**src/rtl/pwm_pkg.sv**
```systemverilog
`default_nettype none
// ============================================================================
// Module      : pwm_pkg
// Description : Shared definitions for the multi-channel PWM generator:
//               register address map and counting-mode encoding.
// Revision    : 1.0 - initial release
// ============================================================================
package pwm_pkg;

  // Register map seen on the write port
  localparam int PWM_A_CTRL     = 0;  // [1] mode, [0] enable
  localparam int PWM_A_PRESCALE = 1;
  localparam int PWM_A_PERIOD   = 2;
  localparam int PWM_A_CH_EN    = 3;
  localparam int PWM_A_POL      = 4;
  localparam int PWM_A_DUTY0    = 8;  // DUTY[i] lives at PWM_A_DUTY0 + i

  // Counting mode of the shared period counter
  typedef enum logic {
    PWM_EDGE   = 1'b0,
    PWM_CENTRE = 1'b1
  } pwm_mode_e;

endpackage
`default_nettype wire

```
**src/rtl/pwm_timebase.sv**
```systemverilog
`default_nettype none
// ============================================================================
// Module      : pwm_timebase
// Description : Shared prescaler and up / up-down period counter with
//               period-boundary detection for the PWM channels.
// Revision    : 1.0 - initial release
// ============================================================================
module pwm_timebase
  import pwm_pkg::*;
#(
  parameter int CNT_W   = 16,
  parameter int PRESC_W = 16
) (
  input  logic               clk,
  input  logic               rst_n,
  input  logic               i_en,
  input  pwm_mode_e          i_mode,
  input  logic [PRESC_W-1:0] i_prescale,
  input  logic [CNT_W-1:0]   i_period,
  output logic [CNT_W-1:0]   o_cnt,
  output logic               o_boundary
);

  logic [PRESC_W-1:0] r_presc;
  logic [CNT_W-1:0]   r_cnt;
  logic               r_dir_down;
  logic               w_tick;
  logic               w_boundary;

  assign w_tick = i_en && (r_presc == i_prescale);

  // Boundary: top of the ramp in edge mode, bottom of the valley on the way
  // down in centre mode (every tick when a centre period of zero pins cnt at 0)
  always_comb begin
    w_boundary = 1'b0;
    if (w_tick) begin
      if (i_mode == PWM_EDGE) begin
        w_boundary = (r_cnt == i_period);
      end else begin
        w_boundary = (r_cnt == '0) && (r_dir_down || (i_period == '0));
      end
    end
  end

  // Prescaler and counter; both parked at zero, direction up, while disabled
  always_ff @(posedge clk or negedge rst_n) begin
    if (!rst_n) begin
      r_presc    <= '0;
      r_cnt      <= '0;
      r_dir_down <= 1'b0;
    end else if (!i_en) begin
      r_presc    <= '0;
      r_cnt      <= '0;
      r_dir_down <= 1'b0;
    end else if (w_tick) begin
      r_presc <= '0;
      if (i_mode == PWM_EDGE) begin
        // Explicit wrap compare so an all-ones period never relies on carry
        r_dir_down <= 1'b0;
        r_cnt      <= (r_cnt >= i_period) ? '0 : r_cnt + CNT_W'(1);
      end else if (i_period == '0) begin
        r_dir_down <= 1'b0;
        r_cnt      <= '0;
      end else if (!r_dir_down) begin
        // '>=' turns around safely if a new, shorter period arrives at cnt=1
        if (r_cnt >= i_period) begin
          r_dir_down <= 1'b1;
          r_cnt      <= r_cnt - CNT_W'(1);
        end else begin
          r_cnt <= r_cnt + CNT_W'(1);
        end
      end else begin
        if (r_cnt == '0) begin
          r_dir_down <= 1'b0;
          r_cnt      <= CNT_W'(1);
        end else begin
          r_cnt <= r_cnt - CNT_W'(1);
        end
      end
    end else begin
      r_presc <= r_presc + PRESC_W'(1);
    end
  end

  assign o_cnt      = r_cnt;
  assign o_boundary = w_boundary;

endmodule
`default_nettype wire

```
**src/rtl/pwm_multi.sv**
```systemverilog
`default_nettype none
// ============================================================================
// Module      : pwm_multi
// Description : Multi-channel PWM generator. Register file with shadow and
//               active copies, shared timebase, NUM_CH compare channels with
//               per-channel enable, polarity and registered outputs.
// Revision    : 1.0 - initial release
// ============================================================================
module pwm_multi
  import pwm_pkg::*;
#(
  parameter int NUM_CH  = 4,
  parameter int CNT_W   = 16,
  parameter int PRESC_W = 16,
  parameter int ADDR_W  = 5
) (
  input  logic              clk,
  input  logic              rst_n,
  input  logic              i_wr_en,
  input  logic [ADDR_W-1:0] i_wr_addr,
  input  logic [31:0]       i_wr_data,
  output logic [NUM_CH-1:0] o_pwm_out,
  output logic              o_period_tick,
  output logic [CNT_W-1:0]  o_cnt_out
);

  // Direct (unshadowed) controls
  logic               r_en;
  logic [NUM_CH-1:0]  r_ch_en;
  logic [NUM_CH-1:0]  r_pol;

  // Shadow copies written by software
  pwm_mode_e          r_mode_sh;
  logic [PRESC_W-1:0] r_presc_sh;
  logic [CNT_W-1:0]   r_period_sh;

  // Active copies used by the timebase
  pwm_mode_e          r_mode_act;
  logic [PRESC_W-1:0] r_presc_act;
  logic [CNT_W-1:0]   r_period_act;

  logic               r_period_tick;
  logic [CNT_W-1:0]   w_cnt;
  logic               w_boundary;
  logic               w_load_act;
  logic               w_wr_ctrl;
  logic               w_wr_presc;
  logic               w_wr_period;
  logic               w_wr_ch_en;
  logic               w_wr_pol;
  logic               w_unused_data;

  assign w_wr_ctrl   = i_wr_en && (i_wr_addr == ADDR_W'(PWM_A_CTRL));
  assign w_wr_presc  = i_wr_en && (i_wr_addr == ADDR_W'(PWM_A_PRESCALE));
  assign w_wr_period = i_wr_en && (i_wr_addr == ADDR_W'(PWM_A_PERIOD));
  assign w_wr_ch_en  = i_wr_en && (i_wr_addr == ADDR_W'(PWM_A_CH_EN));
  assign w_wr_pol    = i_wr_en && (i_wr_addr == ADDR_W'(PWM_A_POL));

  // Upper write-data bits are don't-care for every register
  assign w_unused_data = ^i_wr_data;

  // Active registers follow the shadows freely while idle, else only at a
  // boundary; a same-cycle write lands in the shadow after this copy.
  assign w_load_act = !r_en || w_boundary;

  // Software-visible register file
  always_ff @(posedge clk or negedge rst_n) begin
    if (!rst_n) begin
      r_en        <= 1'b0;
      r_mode_sh   <= PWM_EDGE;
      r_presc_sh  <= '0;
      r_period_sh <= '0;
      r_ch_en     <= '0;
      r_pol       <= '0;
    end else begin
      if (w_wr_ctrl) begin
        r_en      <= i_wr_data[0];
        r_mode_sh <= pwm_mode_e'(i_wr_data[1]);
      end
      if (w_wr_presc)  r_presc_sh  <= i_wr_data[PRESC_W-1:0];
      if (w_wr_period) r_period_sh <= i_wr_data[CNT_W-1:0];
      if (w_wr_ch_en)  r_ch_en     <= i_wr_data[NUM_CH-1:0];
      if (w_wr_pol)    r_pol       <= i_wr_data[NUM_CH-1:0];
    end
  end

  // Shadow-to-active transfer of the timebase settings
  always_ff @(posedge clk or negedge rst_n) begin
    if (!rst_n) begin
      r_mode_act   <= PWM_EDGE;
      r_presc_act  <= '0;
      r_period_act <= '0;
    end else if (w_load_act) begin
      r_mode_act   <= r_mode_sh;
      r_presc_act  <= r_presc_sh;
      r_period_act <= r_period_sh;
    end
  end

  // One-clock period marker following each boundary
  always_ff @(posedge clk or negedge rst_n) begin
    if (!rst_n) begin
      r_period_tick <= 1'b0;
    end else begin
      r_period_tick <= w_boundary;
    end
  end

  pwm_timebase #(
    .CNT_W   (CNT_W),
    .PRESC_W (PRESC_W)
  ) u_timebase (
    .clk        (clk),
    .rst_n      (rst_n),
    .i_en       (r_en),
    .i_mode     (r_mode_act),
    .i_prescale (r_presc_act),
    .i_period   (r_period_act),
    .o_cnt      (w_cnt),
    .o_boundary (w_boundary)
  );

  for (genvar i = 0; i < NUM_CH; i++) begin : g_ch
    logic [CNT_W-1:0] r_duty_sh;
    logic [CNT_W-1:0] r_duty_act;
    logic             r_out;
    logic             w_wr_duty;
    logic             w_raw;

    assign w_wr_duty = i_wr_en && (i_wr_addr == ADDR_W'(PWM_A_DUTY0 + i));

    // Duty shadow register
    always_ff @(posedge clk or negedge rst_n) begin
      if (!rst_n) begin
        r_duty_sh <= '0;
      end else if (w_wr_duty) begin
        r_duty_sh <= i_wr_data[CNT_W-1:0];
      end
    end

    // Duty active register, updated alongside the timebase settings
    always_ff @(posedge clk or negedge rst_n) begin
      if (!rst_n) begin
        r_duty_act <= '0;
      end else if (w_load_act) begin
        r_duty_act <= r_duty_sh;
      end
    end

    // Active while the count is below the duty; both modes share the compare,
    // which makes the centre-mode pulse symmetric about the valley.
    assign w_raw = r_en && r_ch_en[i] && (w_cnt < r_duty_act);

    // Registered output with polarity applied
    always_ff @(posedge clk or negedge rst_n) begin
      if (!rst_n) begin
        r_out <= 1'b0;
      end else begin
        r_out <= w_raw ^ r_pol[i];
      end
    end

    assign o_pwm_out[i] = r_out;
  end

  assign o_period_tick = r_period_tick;
  assign o_cnt_out     = w_cnt;

endmodule
`default_nettype wire

```
**config.mk**
```make
export PLATFORM = sky130hd
export DESIGN_NAME = pwm_multi
export DESIGN_NICKNAME = d
export VERILOG_FILES = /design/src/rtl/pwm_pkg.sv /design/src/rtl/pwm_timebase.sv /design/src/rtl/pwm_multi.sv
export SDC_FILE = /design/constraint.sdc
export NUM_CORES = 1
export LEC_CHECK = 0
export CAP_MARGIN = 20
export CORE_MARGIN = 3
export CORE_UTILIZATION = 50
export DETAILED_ROUTE_END_ITERATION = 6
export PLACE_DENSITY = 0.79
export SLEW_MARGIN = 20
export SYNTH_ARGS = -nofsm -noshare
export SYNTH_HDL_FRONTEND = slang
export SYNTH_SLANG_ARGS = --single-unit
```
**constraint.sdc**
```tcl
create_clock -name clk -period 3.28 [get_ports clk]
set_clock_uncertainty 0.2 [all_clocks]
set_input_delay 0.82 -clock clk [delete_from_list [all_inputs] [get_ports clk]]
set_output_delay 0.82 -clock clk [all_outputs]
set_load 0.05 [all_outputs]
```
* Yosys cells after proc, flatten, opt, wreduce, memory -nomap -nowiden
Cells that the tools add are included.
** Word-level totals
- Register bits after elaboration :: 241
- Input port bits :: 40
** Cells by class
- Add/sub/neg operators :: 3
- Eq/ne operators :: 11
- Bitwise gates (word level) :: 4
- Magnitude comparators :: 5
- Reduce and logical (&&, ||, !) cells :: 25
- Mux-type cells :: 19
** Operators with widths (count)
- $mux 16 :: 10
- $lt 16x16->1 :: 4
- $add 16x1->16 const B :: 2
- $eq 16x16->1 :: 2
- $logic_not 16->1 :: 2
- $eq 5x4->1 const B :: 4
- $logic_and 1x1->1 :: 19
- $ge 16x16->1 :: 1
- $sub 16x1->16 const B :: 1
- $eq 5x2->1 const B :: 2
- $mux 1 :: 9
- $eq 5x1->1 const B :: 1
- $eq 5x3->1 const B :: 1
- $logic_not 5->1 :: 1
- $xor 1x1->1 :: 4
- $logic_or 1x1->1 :: 2
- $ne 2x1->1 const B :: 1
- $logic_not 1->1 :: 1

* Longest topological paths before layout
Gate-level depths: netlist of the first run.
- Depth after elaboration :: 7
- Depth in mapped cells :: 11
- Gate-level depth less buffers :: 9

* Modules after synthesis
Synthesis of the first run repeated with hierarchy kept, for this count alone.
** Second synthesis, totals
- Cell total of the unflattened synthesis :: 1093
- Area, all modules :: 12230.5 µm²
** By module, submodules not included
- pwm_multi :: instances 1, area an instance 9171.3 µm², cells an instance 721
- pwm_timebase :: instances 1, area an instance 3059.2 µm², cells an instance 372

* Worst setup path before layout of the first run
OpenSTA, ideal clock, no wires.
- Path kind :: register to register
- Start :: reg u_timebase.r_cnt[0] (netlist: u_timebase.o_cnt[0])
- End :: reg u_timebase.r_cnt[14] (netlist: u_timebase.o_cnt[14])
- Data required time :: 2.946 ns
- Stages on the path, launching flop included :: 12
- Arrival :: 3.163 ns
- Library setup time :: 0.134 ns
- Setup slack :: -0.217 ns
- Cells stage by stage :: dfrtp_1 > clkinv_1 > ha_1 > nand2b_1 > a221o_1 > a211o_1 > o21ai_0 > buf_2 > buf_2 > o21ai_0 > o211ai_1 > o21ai_0
** On the way
- Cells in the longest elaborated chain, start to end :: 7
- Elaborated cells between the ends (all ways) :: 12
- Those cells by class :: add/sub (2); order compare (1); mux (8); reduce/logical (1)
** RTL lines
- from (decl) :: line pwm_timebase.sv:25 : logic [CNT_W-1:0] r_cnt;
- from (signal assigned) :: line pwm_timebase.sv:60 : r_cnt <= (r_cnt >= i_period) ? '0 : r_cnt + CNT_W'(1);
- from (signal assigned) :: line pwm_timebase.sv:68 : r_cnt <= r_cnt - CNT_W'(1);
- from (signal assigned) :: line pwm_timebase.sv:70 : r_cnt <= r_cnt + CNT_W'(1);
- $add 16x1->16, or another cell as far along :: line pwm_timebase.sv:60, pwm_timebase.sv:70
- $mux 16 (on tied branches) :: line pwm_timebase.sv:66, pwm_timebase.sv:73
- $mux 16 :: line pwm_timebase.sv:64 : end else if (!r_dir_down) begin
- $mux 16 :: line pwm_timebase.sv:61 : end else if (i_period == '0) begin
- $mux 16 * :: line pwm_timebase.sv:57 : if (i_mode == PWM_EDGE) begin
- $mux 16 * :: line pwm_timebase.sv:55 : end else if (w_tick) begin
- $mux 16 * :: line pwm_timebase.sv:51 : end else if (!i_en) begin
Mark *: on every way between the ends. The rest lies on a longest branch, timed or not. The select of a mux whose other input is x is not followed.
A chain may end at the register's enable or synchronous reset.

* Worst setup path in the final report of the first run
- Start :: reg u_timebase.r_cnt[7] (netlist: u_timebase.o_cnt[7])
- End :: reg r_presc_act[0]
** On the way
- Cells in the longest elaborated chain, start to end :: 5
- Elaborated cells between the ends (all ways) :: 6
- Those cells by class :: eq/ne (1); mux (2); reduce/logical (3)
** RTL lines
- $logic_not 16->1 :: line pwm_timebase.sv:40 : w_boundary = (r_cnt == '0) && (r_dir_down || (i_period == '0));
- $logic_and 1x1->1 :: line pwm_timebase.sv:40
- $mux 1 * :: line pwm_timebase.sv:37 : if (i_mode == PWM_EDGE) begin
- $mux 1 * :: line pwm_timebase.sv:36 : if (w_tick) begin
- $logic_or 1x1->1 * :: line pwm_multi.sv:64 : assign w_load_act = !r_en || w_boundary;
- to (signal assigned) :: line pwm_multi.sv:95 : r_presc_act <= r_presc_sh;
- to (decl) :: line pwm_multi.sv:39 : logic [PRESC_W-1:0] r_presc_act;
Mark *: on every way between the ends. The rest lies on a longest branch, timed or not.

==> flow_summary.ini, run 1 <==
[synth]
yosysSeqAreaShare_pct = 49.0
synth_seq_cells = 241
synth-edff-count = 0
synthFlopType = dfrtp_1
syn_area_per_cell_um2 = 10.8
synth_cell_types = 62
synth_top_cell_area_share_pct = 49.0
yosysTopAreaCell = dfrtp_1
syn_nets = 1258
netlist_instances = 1138
synthArstFlopShare_pct = 100
synth_top_cells_by_area = dfrtp_1 49%, mux2_2 9.7%, ha_1 8.1%
syn_area_um2 = 12300
yosys_warnings = 0

[sta]
period_minus_slack_ps = 3150
setup_tns_ps = 0
worst_hold_slack_ps = 48.6
max_freq_mhz = 318
worst-slew-pin-transition_ps = 777
maxSlewViolCount = 0
setup_viol = 0
rsz0062_at_grt = no
timing.final.crit_share_pct = 96.0
hold_violations = 0
slew_headroom_pct = 47.7

[pwr]
ir_worst_vdd_mv = 0.499
clockPowerShare_pct = 33.5
p_comb_share_pct = 21.5
powerDensity_nw_per_um2 = 611
seqPwrFrac_pct = 45.0
switching_share_pct = 29.8
p_sw_mw = 2.57
internal_power_mw = 6.06
p_leak_nw = 6.66

[place]
post-place-cells = 1493
place_hpwl_um = 20600
gp_congestion = 0.934
portBuffers = 44

[global_route]
grt_usage_pct = 23.4
antenna_found_initial = 0
grt_pass1_vias = 9026
grt_pass1_wl_um = 49500
grt_max_degree = 78
overflow = 0

[floorplanning]
dieArea_um2 = 26500
initial_utilization_pct = 51.6
dieHeight_um = 163
core_um2 = 23800
rows = 56
pin_count = 61
fp.dieW_um = 163

[setup_path]
crit_path_end_kind = flop
start_kind = flop
critPathKind = reg -> reg
worst_ep_required_time_ps = 3480
arrival_ps = 3350
cp_max_fo = 34

[cts]
cts_sinks = 241
clock_path_buffers = 3
htreeDepth = 1
cts_root_buffer = clkbuf_16
cts-buffers-inserted = 26
cts_resized = 0
cts_setup_buffers = 0
tritoncts = done
insertion_delay_ps = 530
holdBufCountCts = 0
cts.reportedPaths.clkPinSlew_ps = 70

[cells_and_area]
fin_cells = 1538
final_cell_mix = 240 x dfrtp_1, 171 x o21ai_0, 106 x mux2_2
regArea_um2 = 6030
drive_above_1_share_pct = 17.6
antenna_cells = 0
fill_cells = 1957
multi_input_area_um2 = 5640
fin_nets = 1322
area_delta_synth_final_pct = 14.8
final_common_cell = dfrtp_1

[routing]
post_drt_wl_per_cell_um = 19.7
wl_um = 30300
vias = 9123
viasPerCell = 5.93
route.detailed.drc = 0
antenna_left = 0
drtIter0Drc = 683
first_pass_iters = 5

[job]
maxCapViolCount = 0

[worst_hold_path]
hold_path.class = in -> async

[status]
status = complete, no violations
[cells in the mapped netlist (9+ instances only)]
cell      instances
a21o_1           16
a21oi_1          20
and3_1           15
clkbuf_1         33
dfrtp_1         241
ha_1             80
inv_1            92
mux2_1           21
mux2_2          106
nand2_1          53
nand2b_1          9
nand3_1          26
nand4_1          14
nor2_1           33
nor3_1           21
nor4_1            9
o211ai_1         11
o21ai_0         172
o21ai_2          10
xnor2_1           9
xor2_1           27
[power by group through the flow]
stage          Sequential (mW)  Clock [mW]  Combinational [mW]
5_1_grt                   3.94        3.07                2.09
4_1_cts                   3.87        2.93                1.86
2_1_floorplan             3.82           0                1.33
3_3_place_gp              3.88           0                1.74
6_report                  3.88        2.89                1.86
3_5_place_dp              3.92           0                1.83
[routing by layer]
metal	up-vias	GRT usage, %	wire, um
li1	4180	-	-
met1	4591	34.1	13800
met2	298	35.5	13700
met3	54	5.06	2070
met4	0	6.27	705
met5	-	0	0
[path summary, 6_finish.rpt]
check / cells after the start / from / to / slack (ps)
setup / recovery: 8 / u_timebase.o_cnt[7] / r_presc_act[0] / 130
hold / removal: 1 / rst_n / u_timebase.o_cnt[11] / 50
setup reg to reg: 8 / u_timebase.o_cnt[7] / r_presc_act[0] / 130
hold reg to reg: 1 / r_presc_sh[4] / r_presc_act[4] / 290
max in group asynchronous: 2 / rst_n / g_ch[3].r_duty_act[9] / 2070
min in group clk: 1 / r_presc_sh[4] / r_presc_act[4] / 290
[layout make-up]
class                   instances  share of cell area, %
flip-flops and latches        241                   42.7
multi-input cells             749                   39.9
repair buffers                 91                   6.09
clock buffers                  37                   5.47
well taps                     319                   2.83
inverters                      93                   2.47
clock inverters                 8                  0.505
[worst max-delay path: stages, from the launching register on]
cell      delay, ps
dfrtp_1         470
nor3_1          520
nand2_1         230
nor4_4          430
nand3_1         180
a21oi_4         190
nand2b_4        210
buf_12          220
mux2_1          350
[registers in the layout (all words and copies together), names as in the netlist, 16 cells and up]
name	count
g_ch.r_duty_act	64
g_ch.r_duty_sh	64
r_period_act	16
r_period_sh	16
r_presc_act	16
r_presc_sh	16
u_timebase.o_cnt	16
u_timebase.r_presc	16
[logic make-up after synthesis]
logic type / synth area share (%)
AOI/OAI and AO/OA: 14.3
DFF: 49.0
and+or+nand+nor: 9.14
buffers and inverters: 5.24
muxes: 11.6
adders and majority gates: 8.14
xor gates and xnor gates: 2.56
[per-stage QoR]
step	cell area (um^2)	utilization, %	setup slack [ps]	power, mW
2_1_floorplan	12300	-	54.5	5.15
3_3_place_gp	13300	55.7	354	5.62
3_5_place_dp	13300	55.7	265	5.75
4_1_cts	14100	59.3	144	8.67
5_1_grt	14100	59.3	48.6	9.10
6_report	14100	59.3	130	8.63
Note: power is estimated with default switching activity, not from simulation.
==> run 2: changes to the inputs <==
==> constraint.sdc (replaced) <==
create_clock -name clk -period 3.9 [get_ports clk]
set_clock_uncertainty 0.2 [all_clocks]
set_input_delay 0.78 -clock clk [delete_from_list [all_inputs] [get_ports clk]]
set_output_delay 0.78 -clock clk [all_outputs]
set_load 0.05 [all_outputs]
==> flow_summary.ini, run 2 (synthesis results as in run 1) <==
[routing]
route.detailed.drc = 0
antenna_left = 0
first_pass_iters = 5
drtIter0Drc = 787
vias = 9304
viasPerCell = 6.09
wl_um = 31800
post_drt_wl_per_cell_um = 20.8

[sta]
setup_viol = 0
rsz0062_at_grt = no
max_freq_mhz = 294
period_minus_slack_ps = 3400
timing.final.crit_share_pct = 87.2
slew_headroom_pct = 37.7
maxSlewViolCount = 0
hold_violations = 0
timing.final.ws_setup_ps = 500
worst-slew-pin-transition_ps = 933
setup_tns_ps = 0

[setup_path]
cp_max_fo = 77
start_kind = flop
worstPathCellList = ha_1 > nand4_1 > nor3_1 > nand4_1 > a21oi_4 > buf_4 > o21ai_0 > o21ai_0
arrival_ps = 3620
cp_slowest_cell = buf_4
worst_ep_required_time_ps = 4120
slowest_delay_ps = 630
crit_path_end_kind = flop
critPathKind = reg -> reg

[cts]
insertion_delay_ps = 530
tritoncts = done
cts.reportedPaths.clkPinSlew_ps = 60
holdBufCountCts = 0
clock_path_buffers = 3
cts-buffers-inserted = 26
cts_resized = 0
cts_setup_buffers = 0
htreeDepth = 1
cts_root_buffer = clkbuf_16
cts_sinks = 241

[global_route]
grt_max_degree = 103
grt_pass1_wl_um = 50900
grt_usage_pct = 24.1
grt_pass1_vias = 9446
antenna_found_initial = 1
overflow = 0

[pwr]
p_leak_nw = 6.62
powerDensity_nw_per_um2 = 530
ir_worst_vdd_mv = 0.432

[place]
place_hpwl_um = 21200
gp_congestion = 0.915
portBuffers = 44
place_ws_ps = 640
post-place-cells = 1481

[cells_and_area]
fin_nets = 1310
final_common_cell = dfrtp_1
antenna_cells = 0
top_regs = g_ch.r_duty_act: 64 flops, g_ch.r_duty_sh: 64 flops
drive_above_1_share_pct = 17.1
fill_cells = 1962
area_delta_synth_final_pct = 14.5
final_cell_mix = 241 x dfrtp_1, 171 x o21ai_0, 106 x mux2_2
fin_cells = 1529

[worst_hold_path]
hold_path.class = in -> async

[status]
status = complete, no violations

[floorplanning]
rows = 56
initial_utilization_pct = 51.6
pin_count = 61
core_um2 = 23800
dieArea_um2 = 26500
dieHeight_um = 163
fp.dieW_um = 163

[job]
maxCapViolCount = 0
[run 2: cell types whose count changed in the layout (fill, tap and decap cells not counted)]
| cell | before | now |
|---|---|---|
| clkinv_2 | 5 | 4 |
| clkinvlp_4 | 1 | 5 |
| clkbuf_1 | 4 | 2 |
| bufinv_16 | 1 | 3 |
| buf_4 | 42 | 32 |
| dfrtp_2 | 1 | 0 |
| buf_12 | 5 | 3 |
| dfrtp_1 | 240 | 241 |
[run 2: final cells by class]
cell class              count  area, um^2  area share (%)
clock inverters            13         156            1.11
repair buffers             79         746            5.29
inverters                  93         349            2.48
clock buffers              35         766            5.44
well taps                 319         399            2.83
multi-input cells         749        5640            40.0
flip-flops and latches    241        6030            42.8
[run 2: layer usage]
metal / wire (um) / GRT usage, %
met4: 958 / 7.27
met3: 2470 / 4.40
met5: 0 / 0
met2: 14200 / 37.3
met1: 14200 / 34.8
[run 2: power breakdown]
part           switching (mW)  total [mW]  internal [mW]  leakage (nW)
combinational           0.944        1.59          0.643          3.05
clock                    1.03        2.61           1.58         0.441
sequential              0.262        3.27           3.01          3.13
total                    2.23        7.47           5.23          6.62
[run 2: critical path, delay by kind of cell, from the launching register on]
family | cells | cell delay, ps
and+or+nand+nor | 3 | 930
buffers and inverters | 1 | 630
AOI/OAI and AO/OA | 3 | 590
DFF | 1 | 550
adders and majority gates | 1 | 370
[run 2: through the flow]
| stage | power, mW | util (%) | hold WS (ps) | instance area, um^2 |
|---|---|---|---|---|
| 3_3_place_gp | 4.73 | 55.3 | 265 | 13200 |
| 5_1_grt | 7.82 | 59.1 | 170 | 14100 |
| 4_1_cts | 7.49 | 59.1 | 141 | 14100 |
| 3_5_place_dp | 4.84 | 55.3 | 272 | 13200 |
| 6_report | 7.47 | 59.1 | 94.6 | 14100 |
| 2_1_floorplan | 4.33 | - | 252 | 12300 |
[run 2: worst paths after layout]
kind	startpoint	endpoint	slack (ps)	depth (start not counted)
worst max register to register	u_timebase.o_cnt[12]	g_ch[2].r_duty_act[4]	500	8
min in group clk	r_presc_sh[1]	r_presc_act[1]	290	1
worst max-delay path	u_timebase.o_cnt[12]	g_ch[2].r_duty_act[4]	500	8
worst min register to register	r_presc_sh[1]	r_presc_act[1]	290	1
worst min-delay path	rst_n	r_presc_act[13]	90	1
max in group asynchronous	rst_n	g_ch[0].r_duty_act[3]	2570	2
